### config.mk
export PLATFORM = sky130hd
export DESIGN_NAME = seq_divider
export DESIGN_NICKNAME = d
export VERILOG_FILES = /design/src/rtl/div_pkg.sv /design/src/rtl/div_step.sv /design/src/rtl/seq_divider.sv
export SDC_FILE = /design/constraint.sdc
export NUM_CORES = 1
export LEC_CHECK = 0
export CAP_MARGIN = 0
export CORE_ASPECT_RATIO = 0.75
export CORE_MARGIN = 5
export CORE_UTILIZATION = 40
export CTS_BUF_LIST = sky130_fd_sc_hd__clkbuf_2 sky130_fd_sc_hd__clkbuf_4 sky130_fd_sc_hd__clkbuf_8
export DETAILED_ROUTE_END_ITERATION = 10
export GPL_TIMING_DRIVEN = 1
export SLEW_MARGIN = 30
export SYNTH_ARGS = -nofsm -noshare
export SYNTH_HDL_FRONTEND = slang
export SYNTH_SLANG_ARGS = --single-unit
### constraint.sdc
create_clock -name clk -period 5.2 [get_ports clk]
set_input_delay 1.04 -clock clk [delete_from_list [all_inputs] [get_ports clk]]
set_output_delay 1.04 -clock clk [all_outputs]
set_load 0.05 [all_outputs]
### src/rtl/div_pkg.sv
// Shared types and constants for the sequential divider.
package div_pkg;

  // RISC-V M-extension divide/remainder operations; op[1] selects remainder.
  typedef enum logic [1:0] {
    DIV  = 2'd0,
    DIVU = 2'd1,
    REM  = 2'd2,
    REMU = 2'd3
  } div_op_e;

  typedef enum logic [1:0] {
    IDLE = 2'd0,
    CALC = 2'd1,
    DONE = 2'd2
  } div_state_e;

  // Quotient returned for a zero divisor; sliced down to XLEN by the user.
  localparam logic [63:0] DIV_ZERO_QUO = '1;

  function automatic logic is_rem_op(div_op_e op);
    return (op == REM) || (op == REMU);
  endfunction

  function automatic logic is_signed_op(div_op_e op);
    return (op == DIV) || (op == REM);
  endfunction

endpackage

### src/rtl/div_step.sv
// One combinational restoring-division iteration.
module div_step #(
  parameter int unsigned XLEN = 32
) (
  input  logic [XLEN:0]   i_acc,
  input  logic [XLEN-1:0] i_quo,
  input  logic [XLEN-1:0] i_dvs,
  output logic [XLEN:0]   o_acc,
  output logic [XLEN-1:0] o_quo
);

  logic [XLEN:0] w_shift;
  logic [XLEN:0] w_dvs_ext;
  // The partial remainder is always below the divisor, so its top bit is never set.
  logic          w_unused_acc_msb;

  assign w_unused_acc_msb = i_acc[XLEN];
  assign w_shift          = {i_acc[XLEN-1:0], i_quo[XLEN-1]};
  assign w_dvs_ext        = {1'b0, i_dvs};

  // Shift in the next dividend bit, subtract when it fits and record the quotient bit.
  always_comb begin
    o_acc = w_shift;
    o_quo = {i_quo[XLEN-2:0], 1'b0};
    if (w_shift >= w_dvs_ext) begin
      o_acc = w_shift - w_dvs_ext;
      o_quo = {i_quo[XLEN-2:0], 1'b1};
    end
  end

endmodule

### src/rtl/seq_divider.sv
// Multi-cycle radix-2 restoring divider (DIV/DIVU/REM/REMU).
// Optional feature macro: DIV_SIGNED_EN enables signed DIV/REM; without it
// every op is unsigned and op_i[0] is ignored.
module seq_divider
  import div_pkg::*;
#(
  parameter int unsigned XLEN = 32
) (
  input  logic            clk,
  input  logic            rst,
  input  logic            valid_i,
  output logic            ready_o,
  input  logic [1:0]      op_i,
  input  logic [XLEN-1:0] opr1_i,
  input  logic [XLEN-1:0] opr2_i,
  input  logic            kill_i,
  output logic            valid_o,
  input  logic            ready_i,
  output logic [XLEN-1:0] res_o
);

  localparam int unsigned CNT_W = $clog2(XLEN);

  div_state_e      r_state;
  div_state_e      w_state_d;
  logic [CNT_W-1:0] r_cnt;
  logic [XLEN:0]   r_acc;
  logic [XLEN-1:0] r_quo;
  logic [XLEN-1:0] r_dvs;
  logic [XLEN-1:0] r_res;
  logic            r_rem_op;

  logic [XLEN:0]   w_acc_nxt;
  logic [XLEN-1:0] w_quo_nxt;
  logic [XLEN-1:0] w_mag1;
  logic [XLEN-1:0] w_mag2;
  logic            w_ovf;
  logic            w_dbz;
  logic            w_special;
  logic            w_is_rem;
  logic            w_accept;
  logic            w_last;
  logic [XLEN-1:0] w_special_res;
  logic [XLEN-1:0] w_q_fin;
  logic [XLEN-1:0] w_r_fin;
  logic [XLEN-1:0] w_fin_res;

  assign w_is_rem = is_rem_op(div_op_e'(op_i));
  assign w_dbz    = (opr2_i == '0);
  assign w_accept = valid_i && (r_state == IDLE) && !kill_i;
  assign w_last   = (r_cnt == CNT_W'(XLEN - 1));

`ifdef DIV_SIGNED_EN
  logic w_signed;
  logic w_sign1;
  logic w_sign2;
  logic r_neg_q;
  logic r_neg_r;

  assign w_signed = is_signed_op(div_op_e'(op_i));
  assign w_sign1  = w_signed & opr1_i[XLEN-1];
  assign w_sign2  = w_signed & opr2_i[XLEN-1];
  assign w_mag1   = w_sign1 ? -opr1_i : opr1_i;
  assign w_mag2   = w_sign2 ? -opr2_i : opr2_i;
  assign w_ovf    = w_signed && (opr1_i == {1'b1, {(XLEN-1){1'b0}}}) && (opr2_i == '1);
`else
  assign w_mag1   = opr1_i;
  assign w_mag2   = opr2_i;
  assign w_ovf    = 1'b0;
`endif

  assign w_special = w_dbz || w_ovf;

  // Result for the single-cycle divide-by-zero and overflow paths.
  always_comb begin
    w_special_res = '0;
    if (w_dbz) begin
      w_special_res = w_is_rem ? opr1_i : DIV_ZERO_QUO[XLEN-1:0];
    end else if (w_ovf) begin
      w_special_res = w_is_rem ? '0 : opr1_i;
    end
  end

  div_step #(
    .XLEN(XLEN)
  ) u_step (
    .i_acc(r_acc),
    .i_quo(r_quo),
    .i_dvs(r_dvs),
    .o_acc(w_acc_nxt),
    .o_quo(w_quo_nxt)
  );

  // Final result from the last iteration, with sign correction folded in.
  always_comb begin
    w_q_fin = w_quo_nxt;
    w_r_fin = w_acc_nxt[XLEN-1:0];
`ifdef DIV_SIGNED_EN
    if (r_neg_q) w_q_fin = -w_quo_nxt;
    if (r_neg_r) w_r_fin = -w_acc_nxt[XLEN-1:0];
`endif
    w_fin_res = r_rem_op ? w_r_fin : w_q_fin;
  end

  // Next-state logic; kill overrides every other transition.
  always_comb begin
    w_state_d = r_state;
    unique case (r_state)
      IDLE:    if (valid_i) w_state_d = w_special ? DONE : CALC;
      CALC:    if (w_last) w_state_d = DONE;
      DONE:    if (ready_i) w_state_d = IDLE;
      default: w_state_d = IDLE;
    endcase
    if (kill_i) w_state_d = IDLE;
  end

  // State register with synchronous active-low reset.
  always_ff @(posedge clk) begin
    if (!rst) begin
      r_state <= IDLE;
    end else begin
      r_state <= w_state_d;
    end
  end

  // Operand capture on accept, one iteration per CALC cycle, result on entry to DONE.
  always_ff @(posedge clk) begin
    if (!rst) begin
      r_cnt    <= '0;
      r_acc    <= '0;
      r_quo    <= '0;
      r_dvs    <= '0;
      r_res    <= '0;
      r_rem_op <= 1'b0;
    end else if (w_accept) begin
      r_cnt    <= '0;
      r_acc    <= '0;
      r_quo    <= w_mag1;
      r_dvs    <= w_mag2;
      r_rem_op <= w_is_rem;
      if (w_special) r_res <= w_special_res;
    end else if ((r_state == CALC) && !kill_i) begin
      r_acc <= w_acc_nxt;
      r_quo <= w_quo_nxt;
      r_cnt <= r_cnt + CNT_W'(1);
      if (w_last) r_res <= w_fin_res;
    end
  end

`ifdef DIV_SIGNED_EN
  // Sign flags captured alongside the operand magnitudes.
  always_ff @(posedge clk) begin
    if (!rst) begin
      r_neg_q <= 1'b0;
      r_neg_r <= 1'b0;
    end else if (w_accept) begin
      r_neg_q <= w_sign1 ^ w_sign2;
      r_neg_r <= w_sign1;
    end
  end
`endif

  assign ready_o = (r_state == IDLE);
  assign valid_o = (r_state == DONE);
  assign res_o   = r_res;

endmodule

==> qor.yml <==
dp.cells: 1326
synth_nets: 1128
netlist.area_leader.share_pct: 33.6
place_ws_ns: 1.33
period_share_pct: 73.4
p_leak_nw: 3.56
gp_congestion: 0.881
route.detailed.drc: 0
grt_pass1_vias: 7078
synthMuxAreaShare_pct: 3.35
cts_max_path_buffers: 2
slew_headroom_pct: 46.4
rsz0062_at_grt: "no"
grt_overflow: 0
synth_xor_area_share_pct: 3.02
final_util_pct: 48.2
drt-total-wl_mm: 24.1
totalNegativeSetupSlack_ns: 0
drv_slew: 0
die_height_um: 133
irDropWorstVdd_mv: 0.174
dpl-instance-area_sq_mm: 0.00927
nNetsFinal: 1194
worst_slew_pin_slew_ns: 0.801
critPathLaunchType: "flop"
fin_cells: 1359
grt_max_degree: 108
hp-start: "r_dvs[3]$_SDFFE_PN0P_"
timing.rr.start: "r_quo[31]$_SDFFE_PN0P_"
start_util_pct: 40.3
synth-async-reset-ratio_pct: 0
hold_buffers: 0
worst_path_max_delay_cell: "or4_1"
grt_pass1_wl_mm: 38.6
synth_top_family_by_area: "compound AO/OA/AOI/OAI gates"
num_rows: 45
cpPeakStageDelay_ns: 0.54
port_buffers: 103
cts_buffers: 17
ys.flop_type: "dfxtp_1"
vias_per_cell: 5.51
fin_hold_ws_ns: 0.463
antenna_found_initial: 0
yosys.area_share.simple_pct: 17.7
core_sq_mm: 0.0201
synth_compound_gate_area_share_pct: 30.8
synth.distinct_cells: 68
post_cts_buffers: 0
hold_viol: 0
synthAdderAreaFrac_pct: 5.49
areaGrowthSynthToFinish_pct: 19.4
yosysSeqAreaShare_pct: 33.6
worst-setup-path-type: "reg -> reg"
fp.dieW_um: 174
crit_chain: "inv_1 > ha_1 > inv_1 > fa_1 > a21o_1 > a221oi_2 > a2111oi_1 > or4_1 > o31ai_4 > o211ai_1 > nor4b_1 > nor4b_2 > a21oi_1"
drive_gt1_share_pct: 6.90
cp_common_cell: "inv_1"
antennaDiodeCount: 0
yosys.area.top_type: "dfxtp_1"
min_path_type: "reg -> reg"
place_hpwl_mm: 17.4
route.antenna.remaining_nets: 0
via_count: 7484
setup.worst_path.end_class: "flop"
ioPinCount: 105
fin_crit_ns: 3.82
fin_area_sq_mm: 0.00968
synthCells: 1022
cts.sinks: 136
maxCapViolations: 0
dr.pass1.iters: 5
globalRouteTotalUtil_pct: 20.6
worstPathMaxFanout: 4
yosys_warnings: 0
ys_ff_latch: 136
path_clk_slew_ns: 0.08
avgSynthCellArea_sq_um: 7.93
ys_top_cells_by_area: "dfxtp_1, nand2_1, a21boi_0"
p_per_area_mw_per_mm2: 281
fmax_ghz: 0.262
die_area_sq_mm: 0.0232
wl_per_cell_um: 17.8
critPathLaunch: "r_quo[31]$_SDFFE_PN0P_"
crit_arrival_ns: 4.14
fin_skew_ns: 0.0157
cts_root_buf: "clkbuf_8"
power_mw: 2.72
setup_viol: 0
netlist_area_sq_mm: 0.00811
post_cts_resized: 0
cp.required_ns: 5.52
insertion_delay_ns: 0.46
synth_edf_count: 0
drt_iter0_drc: 560
cts_tree: "built"
fin_ws_ns: 1.38
h-tree-depth: 4
status: "finished, final reports clean"
## power by group
| group | total, mW | switching (mW) | internal (mW) |
|---|---|---|---|
| clock network | 0.892 | 0.489 | 0.403 |
| registers | 1.09 | 0.0220 | 1.07 |
| logic | 0.738 | 0.435 | 0.303 |
| total | 2.72 | 0.946 | 1.78 |
## path summary, 6_finish.rpt
| kind | end | slack, ns | depth (start not counted) |
|---|---|---|---|
| hold reg to reg | r_dvs[3]$_SDFFE_PN0P_ | 0.46 | 2 |
| setup reg to reg | r_acc[28]$_SDFFE_PP0P_ | 1.38 | 13 |
| setup / recovery | r_acc[28]$_SDFFE_PP0P_ | 1.38 | 13 |
| hold / removal | r_dvs[3]$_SDFFE_PN0P_ | 0.46 | 2 |
## state kept, by name, summed over array words and instances (netlist names)
signal and count:
r_cnt 5, res_o 32, r_rem_op 1, r_quo 32, r_dvs 32, r_acc 32
r_state 2
## layout by cell type (no fill, tap or decap), types with 11 or more instances in the layout
cell type | synthesis | layout
nand2_1 | 154 | 153
o211ai_1 | 11 | 11
nor3_1 | 17 | 17
a22oi_1 | 33 | 33
ha_1 | 34 | 34
nand3_1 | 16 | 16
clkdlybuf4s50_1 | 0 | 102
nor2_1 | 66 | 64
inv_1 | 47 | 47
o22ai_1 | 11 | 11
mux2i_1 | 20 | 20
o21a_1 | 13 | 13
a21o_1 | 22 | 22
dfxtp_1 | 136 | 136
xnor2_1 | 20 | 20
o21ai_1 | 13 | 13
clkbuf_8 | 0 | 18
a21oi_1 | 59 | 59
a21boi_0 | 65 | 65
o21ai_0 | 49 | 48
buf_4 | 0 | 11
a211oi_1 | 21 | 21
## cells by family (layout without fill, tap and decap cells)
logic type / Yosys count / in the layout
AO/OA/AOI/OAI: 361 / 361
AND/OR/NAND/NOR: 320 / 320
flip-flops: 136 / 136
adder cells (fa/ha/maj): 35 / 35
multiplexers: 26 / 26
buffers and inverters: 116 / 195
XOR/XNOR: 28 / 28
## layout make-up
class,count,area (sq um)
Fill cell,1977,10400
Multi-Input combinational cell,770,4920
Sequential cell,136,2720
Timing Repair Buffer,116,1160
Tap cell,258,323
Clock buffer,18,248
Inverter,47,176
Clock inverter,14,138
## per-layer routing
metal / part of all wire, % / vias to the layer above / wire length (um) / track usage [%]
met3: 4.2 / 22 / 1000 / 3.66
met5: 0 / - / 0 / 0
met1: 50 / 3481 / 12000 / 29.9
met2: 45 / 177 / 10800 / 31.7
li1: - / 3804 / - / -
met4: 1.4 / 0 / 329 / 5.10
## worst max-delay path, delay by kind of cell (launching register included)
kind / cells / cell delay, ns
AO/OA/AOI/OAI: 6 / 1.51
adder cells (fa/ha/maj): 2 / 0.56
buffers and inverters: 2 / 0.13
flip-flops: 1 / 0.36
AND/OR/NAND/NOR: 3 / 1.12
## synthesized netlist by cell type, drive strengths merged (2+ instances only)
master / instances
nand2: 154
dfxtp: 136
a21boi: 68
nor2: 66
o21ai: 64
a21oi: 59
clkbuf: 59
inv: 47
ha: 34
a22oi: 33
a211oi: 30
a21o: 22
mux2i: 20
xnor2: 20
nor3: 17
nand3: 16
o21a: 13
o211ai: 11
o22ai: 11
buf: 10
nand4: 10
a31oi: 9
and2: 9
nand2b: 9
nor4: 9
and3: 8
xor2: 8
nor2b: 7
o21bai: 7
o31ai: 7
mux2: 6
o211a: 5
o2111ai: 4
a221oi: 3
nor4b: 3
or2: 3
or3: 3
or4: 3
a311o: 2
a31o: 2
o31a: 2
o41ai: 2
No activity file was read; power rests on OpenSTA's default activity.
